**src/rtl/apb_master_bridge.sv**
```systemverilog
// APB3 initiator: turns single host register requests into one APB transfer each
// and returns read data, slave error and timeout status on a response channel.
module apb_master_bridge #(
    parameter int C_ADDR_WIDTH = 16,
    parameter int C_DATA_WIDTH = 32,
    parameter int C_TIMEOUT    = 256
) (
    input  logic                    CLK,
    input  logic                    RST,
    input  logic                    REQ_VALID,
    output logic                    REQ_READY,
    input  logic                    REQ_WRITE,
    input  logic [C_ADDR_WIDTH-1:0] REQ_ADDR,
    input  logic [C_DATA_WIDTH-1:0] REQ_WDATA,
    output logic                    RSP_VALID,
    input  logic                    RSP_READY,
    output logic [C_DATA_WIDTH-1:0] RSP_RDATA,
    output logic                    RSP_ERR,
    output logic                    RSP_TIMEOUT,
    output logic                    M_PSEL,
    output logic                    M_PENABLE,
    output logic                    M_PWRITE,
    output logic [C_ADDR_WIDTH-1:0] M_PADDR,
    output logic [C_DATA_WIDTH-1:0] M_PWDATA,
    input  logic [C_DATA_WIDTH-1:0] M_PRDATA,
    input  logic                    M_PREADY,
    input  logic                    M_PSLVERR,
    output logic                    BUSY
);

    // A zero timeout disables the abort path; keep the counter at least one bit wide.
    localparam int              CW         = (C_TIMEOUT > 0) ? $clog2(C_TIMEOUT + 1) : 1;
    localparam int              TMO_LAST_I = (C_TIMEOUT > 0) ? (C_TIMEOUT - 1) : 0;
    localparam logic [CW-1:0]   TMO_LAST   = CW'(TMO_LAST_I);
    localparam logic [CW-1:0]   CNT_ONE    = CW'(1);
    localparam logic [CW-1:0]   CNT_ZERO   = CW'(0);
    localparam bit              TMO_EN     = (C_TIMEOUT != 0);

    typedef enum logic [1:0] {
        ST_IDLE   = 2'd0,
        ST_SETUP  = 2'd1,
        ST_ACCESS = 2'd2,
        ST_RESP   = 2'd3
    } state_t;

    state_t                  state_r;
    logic                    req_ready_r;
    logic                    rsp_valid_r;
    logic [C_DATA_WIDTH-1:0] rsp_rdata_r;
    logic                    rsp_err_r;
    logic                    rsp_timeout_r;
    logic                    psel_r;
    logic                    penable_r;
    logic                    pwrite_r;
    logic [C_ADDR_WIDTH-1:0] paddr_r;
    logic [C_DATA_WIDTH-1:0] pwdata_r;
    logic                    busy_r;
    logic [CW-1:0]           cnt_r;

    // Transfer sequencer: every output is a register updated here.
    always_ff @(posedge CLK) begin
        if (RST) begin
            state_r       <= ST_IDLE;
            req_ready_r   <= 1'b0;
            rsp_valid_r   <= 1'b0;
            rsp_rdata_r   <= {C_DATA_WIDTH{1'b0}};
            rsp_err_r     <= 1'b0;
            rsp_timeout_r <= 1'b0;
            psel_r        <= 1'b0;
            penable_r     <= 1'b0;
            pwrite_r      <= 1'b0;
            paddr_r       <= {C_ADDR_WIDTH{1'b0}};
            pwdata_r      <= {C_DATA_WIDTH{1'b0}};
            busy_r        <= 1'b0;
            cnt_r         <= CNT_ZERO;
        end else begin
            case (state_r)
                ST_IDLE: begin
                    // REQ_READY rises one cycle after reset release, so gate on the register.
                    if (REQ_VALID && req_ready_r) begin
                        pwrite_r    <= REQ_WRITE;
                        paddr_r     <= REQ_ADDR;
                        pwdata_r    <= REQ_WDATA;
                        psel_r      <= 1'b1;
                        req_ready_r <= 1'b0;
                        busy_r      <= 1'b1;
                        state_r     <= ST_SETUP;
                    end else begin
                        req_ready_r <= 1'b1;
                    end
                end
                ST_SETUP: begin
                    penable_r <= 1'b1;
                    cnt_r     <= CNT_ZERO;
                    state_r   <= ST_ACCESS;
                end
                ST_ACCESS: begin
                    if (M_PREADY) begin
                        rsp_rdata_r   <= (!pwrite_r && !M_PSLVERR) ? M_PRDATA : {C_DATA_WIDTH{1'b0}};
                        rsp_err_r     <= M_PSLVERR;
                        rsp_timeout_r <= 1'b0;
                        psel_r        <= 1'b0;
                        penable_r     <= 1'b0;
                        rsp_valid_r   <= 1'b1;
                        state_r       <= ST_RESP;
                    end else if (TMO_EN && (cnt_r == TMO_LAST)) begin
                        rsp_rdata_r   <= {C_DATA_WIDTH{1'b0}};
                        rsp_err_r     <= 1'b1;
                        rsp_timeout_r <= 1'b1;
                        psel_r        <= 1'b0;
                        penable_r     <= 1'b0;
                        rsp_valid_r   <= 1'b1;
                        state_r       <= ST_RESP;
                    end else begin
                        cnt_r <= cnt_r + CNT_ONE;
                    end
                end
                ST_RESP: begin
                    if (RSP_READY) begin
                        rsp_valid_r <= 1'b0;
                        req_ready_r <= 1'b1;
                        busy_r      <= 1'b0;
                        state_r     <= ST_IDLE;
                    end else begin
                        rsp_valid_r <= 1'b1;
                    end
                end
                default: begin
                    state_r     <= ST_IDLE;
                    req_ready_r <= 1'b0;
                    rsp_valid_r <= 1'b0;
                    psel_r      <= 1'b0;
                    penable_r   <= 1'b0;
                    busy_r      <= 1'b0;
                end
            endcase
        end
    end

    assign REQ_READY   = req_ready_r;
    assign RSP_VALID   = rsp_valid_r;
    assign RSP_RDATA   = rsp_rdata_r;
    assign RSP_ERR     = rsp_err_r;
    assign RSP_TIMEOUT = rsp_timeout_r;
    assign M_PSEL      = psel_r;
    assign M_PENABLE   = penable_r;
    assign M_PWRITE    = pwrite_r;
    assign M_PADDR     = paddr_r;
    assign M_PWDATA    = pwdata_r;
    assign BUSY        = busy_r;

endmodule
```
**config.mk**
```make
export PLATFORM = sky130hd
export DESIGN_NAME = apb_master_bridge
export DESIGN_NICKNAME = d
export VERILOG_FILES = /design/src/rtl/apb_master_bridge.sv
export SDC_FILE = /design/constraint.sdc
export NUM_CORES = 1
export LEC_CHECK = 0
export BUFFER_PORTS_ARGS = -buffer_cell sky130_fd_sc_hd__buf_2
export CAP_MARGIN = 10
export CELL_PAD_IN_SITES_DETAIL_PLACEMENT = 1
export CELL_PAD_IN_SITES_GLOBAL_PLACEMENT = 1
export CORE_MARGIN = 5
export CORE_UTILIZATION = 35
export DETAILED_ROUTE_END_ITERATION = 8
export MAX_ROUTING_LAYER = met4
export PLACE_DENSITY = 0.94
export SLEW_MARGIN = 20
export SYNTH_ARGS = -nofsm -noshare
export SYNTH_HDL_FRONTEND = slang
export SYNTH_SLANG_ARGS = --single-unit
```
**constraint.sdc**
```tcl
create_clock -name CLK -period 2.9 [get_ports CLK]
set_clock_uncertainty 0.15 [all_clocks]
set_input_delay 0.29 -clock CLK [delete_from_list [all_inputs] [get_ports CLK]]
set_output_delay 0.29 -clock CLK [all_outputs]
set_load 0.005 [all_outputs]
```
# [Word level (Yosys, flattened, before mapping)]
# Index checks and enable logic that the tools add are counted.
[classes] reduce_logical=19 mux=27 add_sub_neg=1 n_eq_ne=9
[op_table] operator="2-to-1 mux 32 bit" count=3
[op_table] operator="2-to-1 mux 9 bit" count=2
[op_table] operator="one-hot mux 9 bit (2 select lines)" count=1
[op_table] operator="AND reduction 3 bit" count=4
[op_table] operator="2-to-1 mux 1 bit" count=11
[op_table] operator="one-hot mux 1 bit (2 select lines)" count=5
[op_table] operator="AND reduction 2 bit" count=5
[op_table] operator="nonzero test 2 bit" count=5
[op_table] operator="adder 9 x 1 -> 9 bit (second input constant)" count=1
[op_table] operator="equality test 9 x 8 -> 1 bit (second input constant)" count=1
[op_table] operator="2-to-1 mux 2 bit" count=4
[op_table] operator="inequality test 2 bit (second input constant)" count=4
[op_table] operator="one-hot mux 2 bit (4 select lines)" count=1
[op_table] operator="equality test 2 bit (second input constant)" count=2
[op_table] operator="inequality test 3 bit (second input constant)" count=1
[op_table] operator="equality test 2 x 1 -> 1 bit (second input constant)" count=1
[op_table] operator="logical AND 1 bit" count=2
[op_table] operator="zero test 1 bit" count=2
[op_table] operator="zero test 2 bit" count=1
[totals] inputBits=87 wordCells=69 regBits=99 output_inout_bits=88

# [Longest topological paths before layout]
# Gate-level depths: netlist of the first run.
[depth] ltp_word=4 ltp_mapped=8 depth_no_buf=7

# [Least setup slack after synthesis of the first run]
# OpenSTA, ideal clock, no wires.
[synth_timing] kind="reg-to-reg" from="register cnt_r[0]" to="register cnt_r[5]" synth_period_minus_slack_ns=1.886 slack_ns=1.014 t_required_ns=2.680 path_buffers=0 t_arrival_ns=1.666 path_stages_with_launch=8 setup_time_ns=0.070 cell_sequence="dfxtp_1 > ha_1 > nand3_1 > nor2_1 > ha_1 > o21a_1 > or4_1 > a21oi_1"
[synth_via] elab_chain_len=4 elab_cells_between_ends=7 classes_between="1 x add/sub; 2 x eq/ne; 3 x mux; 1 x reduce/logical"
[synth_rtl] element="start: declaration" line_no="58" rtl="logic [CW-1:0] cnt_r;"
[synth_rtl] element="start signal: assignment" line_no="115" rtl="cnt_r <= cnt_r + CNT_ONE;"
[synth_rtl] element="adder 9 x 1 -> 9 bit" line_no="115"
[synth_rtl] element="2-to-1 mux 9 bit" line_no="106" rtl="end else if (TMO_EN && (cnt_r == TMO_LAST)) begin"
[synth_rtl] element="2-to-1 mux 9 bit" line_no="98" rtl="if (M_PREADY) begin"
[synth_rtl] element="one-hot mux 9 bit (2 select lines)" line_no="77" rtl="case (state_r)"
# Several ways; a longest one is shown, not always the timed one. The select of a mux whose other input is x is not followed.
# A chain may end at the register's enable or synchronous reset.

# [Final worst setup path of the first run]
[layout_timing] from="register cnt_r[0]" to="register cnt_r[4]"
# Same word-level chain as after synthesis.

==> qor.yml, run 1 <==
run:
  maxCapViolations: 0
power_and_ir_drop:
  p_leak_nw: 2.15
  p_per_area_nw_per_um2: 713
  peakVddDrop_uv: 280
  power_mw: 3.46
worst_setup_path:
  start_kind: "register"
  cp_data_required_time_ps: 3040
  cp.arrival_ps: 2360
  critPathMaxFanout: 15
  path_class: "reg -> reg"
  end_kind: "register"
routing:
  drt_first_pass_iters: 4
  wl_per_cell_um: 15.9
  vias: 3665
  ant_nets: 0
  viasPerCell: 5.01
  routed_wirelength_um: 11600
  drc: 0
  drt_iter0_drc: 128
final_layout:
  final_nets: 683
  synthToLayoutAreaGrowth_pct: 33.0
  fill_cells: 1270
  antenna_cells: 0
  stdcell_area_um2: 4850
  drive_gt1_frac: 0.334
timing:
  setup_viol: 0
  fin_crit_ps: 2230
  min_period_over_period: 0.767
  finalHoldViolations: 0
  rsz0062_at_grt: "false"
  tightest_slew_ps: 920
  maxSlewViolCount: 0
  fmax_mhz: 449
  slew_headroom: 0.386
  worst_slack_ps: 674
  fin_tns_setup_ps: 0
clocking:
  clk_path_buf_depth: 2
  worstSkewPairLatency_ps: 350
  cts_made_buffers: 9
  post_cts_resized: 0
  cts_tree: "yes"
  htree_levels: 3
  root_buffer: "clkbuf_8"
  cts_num_sinks: 99
  post_cts.repair.setup_buffers: 0
  clk_pin_slew_ps: 90
synth:
  synth_seq_cells: 99
  synth.top_cell.area_share: 0.543
  synth_top_area_cell: "dfxtp_1"
  synth.area.top_cells: "dfxtp_1 54%, nand2_1 11%, a21oi_1 8.5%"
  syn_inst: 427
  syn_area_um2: 3650
  synthesis.nets: 520
  synth_area_per_cell_um2: 8.54
  synth_edf_count: 0
  synth_cell_types: 37
  synth_warnings: 0
  synthArstFlopShare: 0
  synth_ff_type: "dfxtp_1"
  seq_area_frac_synth: 0.543
floorplanning:
  ios: 175
  coreArea_um2: 10200
  die_h_um: 112
  rows: 37
  initial_core_util: 0.357
  die_area_um2: 12600
  die_w_um: 112
global_routing:
  grt_pass1_vias: 3955
  grt_pass1_wl_um: 19000
  grt_max_degree: 81
  grt_usage: 0.188
  grt_antenna_before_repair: 0
  overflow: 0
placed_design:
  pre_cts_slack_ps: 698
  dpl_cell_area_um2: 4590
  portBuffers: 174
  gp_congestion: 0.877
  hpwl_um: 8490
status:
  status: "finished, final reports clean"
worst_hold_path:
  hold_class: "in -> reg"
[Yosys cell counts (2+ instances only)]
| cell type | number |
|---|---|
| nor2_1 | 37 |
| nand3_1 | 9 |
| o31ai_1 | 5 |
| o21ai_0 | 6 |
| ha_1 | 6 |
| inv_1 | 7 |
| a22oi_1 | 32 |
| clkbuf_1 | 18 |
| nand2_1 | 104 |
| dfxtp_1 | 99 |
| or3_1 | 2 |
| buf_4 | 5 |
| or4_1 | 4 |
| nand4_1 | 2 |
| buf_2 | 7 |
| nand3b_1 | 2 |
| a21oi_1 | 62 |
[power breakdown]
group,switching [mW],leakage (nW),internal (mW)
clock network,0.453,0.103,0.484
registers,0.0989,0.802,1.52
logic,0.556,1.24,0.348
[timing repair]
action / CTS / global route
hold buffers: 4 / 1
endpoints found under the setup margin: 0 / 0
endpoints found under the hold margin: 4 / 1
[placed cells by master, fill, tap and decap left out, types with 5 or more instances in the layout]
cell,n
ha_1,6
a21oi_1,62
nand3_1,8
dfxtp_1,99
dlygate4sd3_1,5
o31ai_1,5
nand2_1,104
a22oi_1,32
inv_1,7
o21ai_0,6
buf_2,174
clkbuf_8,9
nor2_1,37
[worst max-delay path: stages (launching register included)]
cell	delay (ps)
dfxtp_1	340
ha_1	240
nand3_1	110
nor2_1	50
ha_1	240
o21a_1	350
or4_1	540
a21oi_1	150
[flip-flops by register name, indices dropped and copies added (netlist names)]
name / cells
BUSY: 1
M_PADDR: 16
M_PENABLE: 1
M_PSEL: 1
M_PWDATA: 32
M_PWRITE: 1
REQ_READY: 1
RSP_ERR: 1
RSP_RDATA: 32
RSP_TIMEOUT: 1
RSP_VALID: 1
cnt_r: 9
state_r: 2
[worst paths after layout]
path	startpoint	endpoint	slack, ps	cells past startpoint
max	cnt_r[0]	cnt_r[4]	670	7
max reg2reg	cnt_r[0]	cnt_r[4]	670	7
min	REQ_ADDR[13]	M_PADDR[13]	20	3
min reg2reg	M_PADDR[1]	M_PADDR[1]	310	2
[metrics by stage]
step                      cells  utilization  hold WS, ps
after global placement      710        0.449          289
after detailed placement    710        0.449          298
after floorplan             427            -          240
final                       731        0.474         25.0
after CTS                   730        0.473       0.0889
after global routing        731        0.474        0.273
[area by class of cell]
type	instances	area [um^2]	share of cell area
tap	136	170	0.0351
sequential	99	1980	0.408
timing repair buffer	182	956	0.197
multi-input combinational	290	1510	0.310
clock buffer	11	131	0.0271
clock inverter	5	77.6	0.0160
inverter	8	30.0	0.00619
[routing by layer]
| layer | vias to the layer above | track usage | wire (um) |
|---|---|---|---|
| li1 | 1780 | - | - |
| met1 | 1751 | 0.215 | 4880 |
| met2 | 121 | 0.326 | 5940 |
| met3 | 13 | 0.0474 | 702 |
| met4 | 0 | 0.0513 | 123 |
| met5 | - | - | 0 |
[cells by family (layout without fill, tap and decap cells)]
group,count (synthesis),count (layout),synth area share
AND/OR/NAND/NOR,167,167,0.193
AO/OA/AOI/OAI,115,115,0.191
flip-flops,99,99,0.543
buffers and inverters,38,206,0.0466
adder cells (fa/ha/maj),6,6,0.0206
multiplexers,2,2,0.00583
No activity file was read; power rests on OpenSTA's default activity.
==> run 2, diff against run 1 <==
--- a/config.mk
+++ b/config.mk
@@ -5,15 +5,16 @@
 export SDC_FILE = /design/constraint.sdc
 export NUM_CORES = 1
 export LEC_CHECK = 0
+export ABC_AREA = 1
 export BUFFER_PORTS_ARGS = -buffer_cell sky130_fd_sc_hd__buf_2
 export CAP_MARGIN = 10
 export CELL_PAD_IN_SITES_DETAIL_PLACEMENT = 1
 export CELL_PAD_IN_SITES_GLOBAL_PLACEMENT = 1
 export CORE_MARGIN = 5
-export CORE_UTILIZATION = 35
+export CORE_UTILIZATION = 32
 export DETAILED_ROUTE_END_ITERATION = 8
 export MAX_ROUTING_LAYER = met4
-export PLACE_DENSITY = 0.94
+export PLACE_DENSITY = 0.88
 export SLEW_MARGIN = 20
 export SYNTH_ARGS = -nofsm -noshare
 export SYNTH_HDL_FRONTEND = slang
==> constraint.sdc (replaced) <==
create_clock -name CLK -period 2.1 [get_ports CLK]
set_clock_uncertainty 0.15 [all_clocks]
set_input_delay 0.21 -clock CLK [delete_from_list [all_inputs] [get_ports CLK]]
set_output_delay 0.21 -clock CLK [all_outputs]
set_load 0.005 [all_outputs]
==> run 2 against run 1 <==
Effect of this change: die area increased by 11%; design area increased by 23%; core utilization increased by 4.6 points; routed wire length increased by 30%; first-iteration DRC count increased by 73%; clock-buffer cell count increased by 1; setup slack got worse by 520 ps; hold slack improved by 11 ps; fmax increased by 14%; combinational power increased by 97%; power increased by 73%.
==> qor.yml, run 2 <==
synth:
  synth_edf_count: 0  # unchanged
  synth_cell_types: 20  # was 37
  syn_inst: 485  # was 427
  synth_area_per_cell_um2: 7.72  # was 8.54 um^2
  seq_area_frac_synth: 0.530  # was 0.543
  synth.area.top_cells: "dfxtp_1 53%, nor2_1 12%, nand2_1 8.7%"  # was dfxtp_1 54%, nand2_1 11%, a21oi_1 8.5%
  synth_ff_type: "dfxtp_1"  # unchanged
  synth_top_area_cell: "dfxtp_1"  # unchanged
  synth.most_common_cell: "nor2_1"  # was nand2_1
  synth_common_cells: "123 x nor2_1, 99 x dfxtp_1, 87 x nand2_1"  # was 104 x nand2_1, 99 x dfxtp_1, 62 x a21oi_1
  synth_seq_cells: 99  # unchanged
  synthesis.nets: 578  # was 520
  synth_warnings: 0  # unchanged
  syn_area_um2: 3740  # was 3650 um^2
  synth.top_cell.area_share: 0.530  # was 0.543
  synthArstFlopShare: 0  # unchanged
worst_setup_path:
  start_kind: "register"  # unchanged
  cp.arrival_ps: 2050  # was 2360 ps
  path_depth: 12  # was 7
  reg2reg_to: "RSP_RDATA[21]"  # was cnt_r[4]
  critPathMaxFanout: 22  # was 15
  critPathSlowestCell: "dfxtp_2"  # was or4_1
  end_kind: "register"  # unchanged
  critPathMaxStageDelay_ps: 350  # was 540 ps
  r2r_start: "cnt_r[0]"  # unchanged
  path_cells: "ha_4 > nand2_1 > inv_1 > nand2_1 > nor2_1 > ha_2 > nand2_1 > nand2_2 > inv_1 > buf_6 > nand2_1 > a21oi_1"  # was ha_1 > nand3_1 > nor2_1 > ha_1 > o21a_1 > or4_1 > a21oi_1
  cp_data_required_time_ps: 2200  # was 3040 ps
  path_class: "reg -> reg"  # unchanged
  crit_top_cell: "nand2_1"  # was ha_1
  cp_top_family: "simple AND/OR/NAND/NOR gates"  # unchanged
  worst-path-buf-inv: 3  # was 0
  r2r_cells: 12  # was 7
  r2r_slack_ps: 150  # was 670 ps
global_routing:
  grt_max_degree: 41  # was 81
  grt_usage: 0.220  # was 0.188
  grt_antenna_before_repair: 3  # was 0
  grt_pass1_wl_um: 24500  # was 19000 um
  overflow: 0  # unchanged
  grt_pass1_vias: 4837  # was 3955
run:
  maxCapViolations: 0  # unchanged
floorplanning:
  ios: 175  # unchanged
  rows: 39  # was 37
  coreArea_um2: 11400  # was 10200 um^2
  die_w_um: 118  # was 112 um
  die_area_um2: 14000  # was 12600 um^2
  die_h_um: 118  # was 112 um
  initial_core_util: 0.328  # was 0.357
timing:
  min_period_over_period: 0.928  # was 0.767
  fmax_mhz: 513  # was 449 MHz
  fin_tns_setup_ps: 0  # unchanged
  maxSlewViolCount: 0  # unchanged
  finalHoldViolations: 0  # unchanged
  setup_viol: 0  # unchanged
  worst_slack_ps: 151  # was 674 ps
  holdWs_ps: 35.8  # was 25.0 ps
  tightest_slew_ps: 597  # was 920 ps
  fin_crit_ps: 1950  # was 2230 ps
  slew_headroom: 0.601  # was 0.386
final_layout:
  layout_common_cells: "174 x buf_2, 122 x nor2_1, 97 x dfxtp_1"  # was 174 x buf_2, 104 x nand2_1, 99 x dfxtp_1
  utilization: 0.521  # was 0.474
  final_nets: 829  # was 683
  final_common_cell: "buf_2"  # unchanged
  fill_cells: 1421  # was 1270
  fin_cells: 887  # was 731
  synthToLayoutAreaGrowth_pct: 58.9  # was 33.0%
  stdcell_area_um2: 5950  # was 4850 um^2
  drive_gt1_frac: 0.314  # was 0.334
power_and_ir_drop:
  p_leak_nw: 2.84  # was 2.15 nW
  p_clk_frac: 0.305  # was 0.271
  intPower_mw: 4.02  # was 2.35 mW
  power_mw: 5.99  # was 3.46 mW
  comb_power_share: 0.298  # was 0.261
  p_per_area_nw_per_um2: 1010  # was 713 nW/um^2
  peakVddDrop_uv: 553  # was 280 uV
  seq_power_share: 0.398  # was 0.468
  switching_share: 0.328  # was 0.320
  p_switching_mw: 1.96  # was 1.11 mW
routing:
  viasPerCell: 4.85  # was 5.01
  drc: 0  # unchanged
  drt_iter0_drc: 221  # was 128
  vias: 4301  # was 3665
  ant_nets: 0  # unchanged
  routed_wirelength_um: 15100  # was 11600 um
  drt_first_pass_iters: 4  # unchanged
  wl_per_cell_um: 17.1  # was 15.9 um
clocking:
  cts_made_buffers: 9  # unchanged
  worstSkewPairLatency_ps: 350  # about the same
  cts_tree: "yes"  # unchanged
  root_buffer: "clkbuf_16"  # was clkbuf_8
  htree_levels: 3  # unchanged
  cts_num_sinks: 99  # unchanged
  clk_pin_slew_ps: 70  # was 90 ps
  clk_path_buf_depth: 2  # unchanged
worst_hold_path:
  worst_hold_startpoint: "M_PSLVERR"  # was REQ_ADDR[13]
  hold_end: "RSP_ERR"  # was M_PADDR[13]
  hold_class: "in -> reg"  # unchanged
  whs_path_depth: 3  # unchanged
placed_design:
  dp.cells: 786  # was 710
  portBuffers: 174  # unchanged
  pre_cts_slack_ps: 40.9  # was 698 ps
  gp_congestion: 0.770  # was 0.877
  hpwl_um: 8950  # was 8490 um
  dpl_cell_area_um2: 4770  # was 4590 um^2
status:
  status: "finished, final reports clean"  # unchanged
## run 2: cell types whose count changed after synthesis, sizes merged, moves of 3 or more
cell	previous run	this run
inv	8	18
nor2	37	125
buf	12	9
nand2	104	99
o21ai	7	53
o31ai	5	0
a21oi	62	45
or4	4	0
a22oi	32	0
## run 2: kinds of logic after synthesis
| group | synth area share |
|---|---|
| compound gates | 0.145 |
| simple gates | 0.252 |
| fa+ha+maj | 0.0201 |
| flops | 0.530 |
| buf+inv | 0.0538 |
## run 2: power groups by stage
stage / clock network (mW) / registers, mW / logic, mW
2_1_floorplan: 0 / 2.40 / 0.884
3_3_place_gp: 0 / 2.38 / 1.52
3_5_place_dp: 0 / 2.40 / 1.62
4_1_cts: 1.87 / 2.36 / 1.74
5_1_grt: 1.94 / 2.42 / 2.00
6_report: 1.82 / 2.38 / 1.78
## run 2: how the worst max path moves through the flow
stage                  start             to  slack (ps)
finish              cnt_r[0]  RSP_RDATA[21]         150
global route        cnt_r[0]       cnt_r[0]          -9
CTS                 cnt_r[0]       cnt_r[6]          20
detailed placement  cnt_r[0]       cnt_r[6]          40
global placement    cnt_r[0]   RSP_RDATA[1]         180
floorplan           cnt_r[0]       cnt_r[7]         270
## run 2: final cells by class
cell class              count  area [um^2]  share of cell area
well taps                 143          179              0.0301
clock buffers              12          256              0.0431
diodes                      3         7.51             0.00126
clock inverters             4         72.6              0.0122
repair buffers            267         1800               0.303
flip-flops and latches     99         1980               0.334
inverters                  18         67.6              0.0114
multi-input cells         341         1580               0.266
## run 2: tightest hold or removal path: stages
cell,delay [ps]
buf_2,110
o22ai_1,90
nor2_1,80
## run 2: routing by layer
layer	track usage	up-vias	part of all wire
li1	-	2049	-
met1	0.229	2040	0.38
met2	0.391	164	0.52
met3	0.0578	48	0.056
met4	0.0946	0	0.042
met5	-	-	0
## run 2: what timing repair did
| item | CTS | global route |
|---|---|---|
| setup endpoints to repair | 0 | 43 |
| hold buffers | 81 | 0 |
| resized for setup | 0 | 8 |
| setup buffers | 0 | 1 |
| hold endpoints to repair | 81 | 0 |
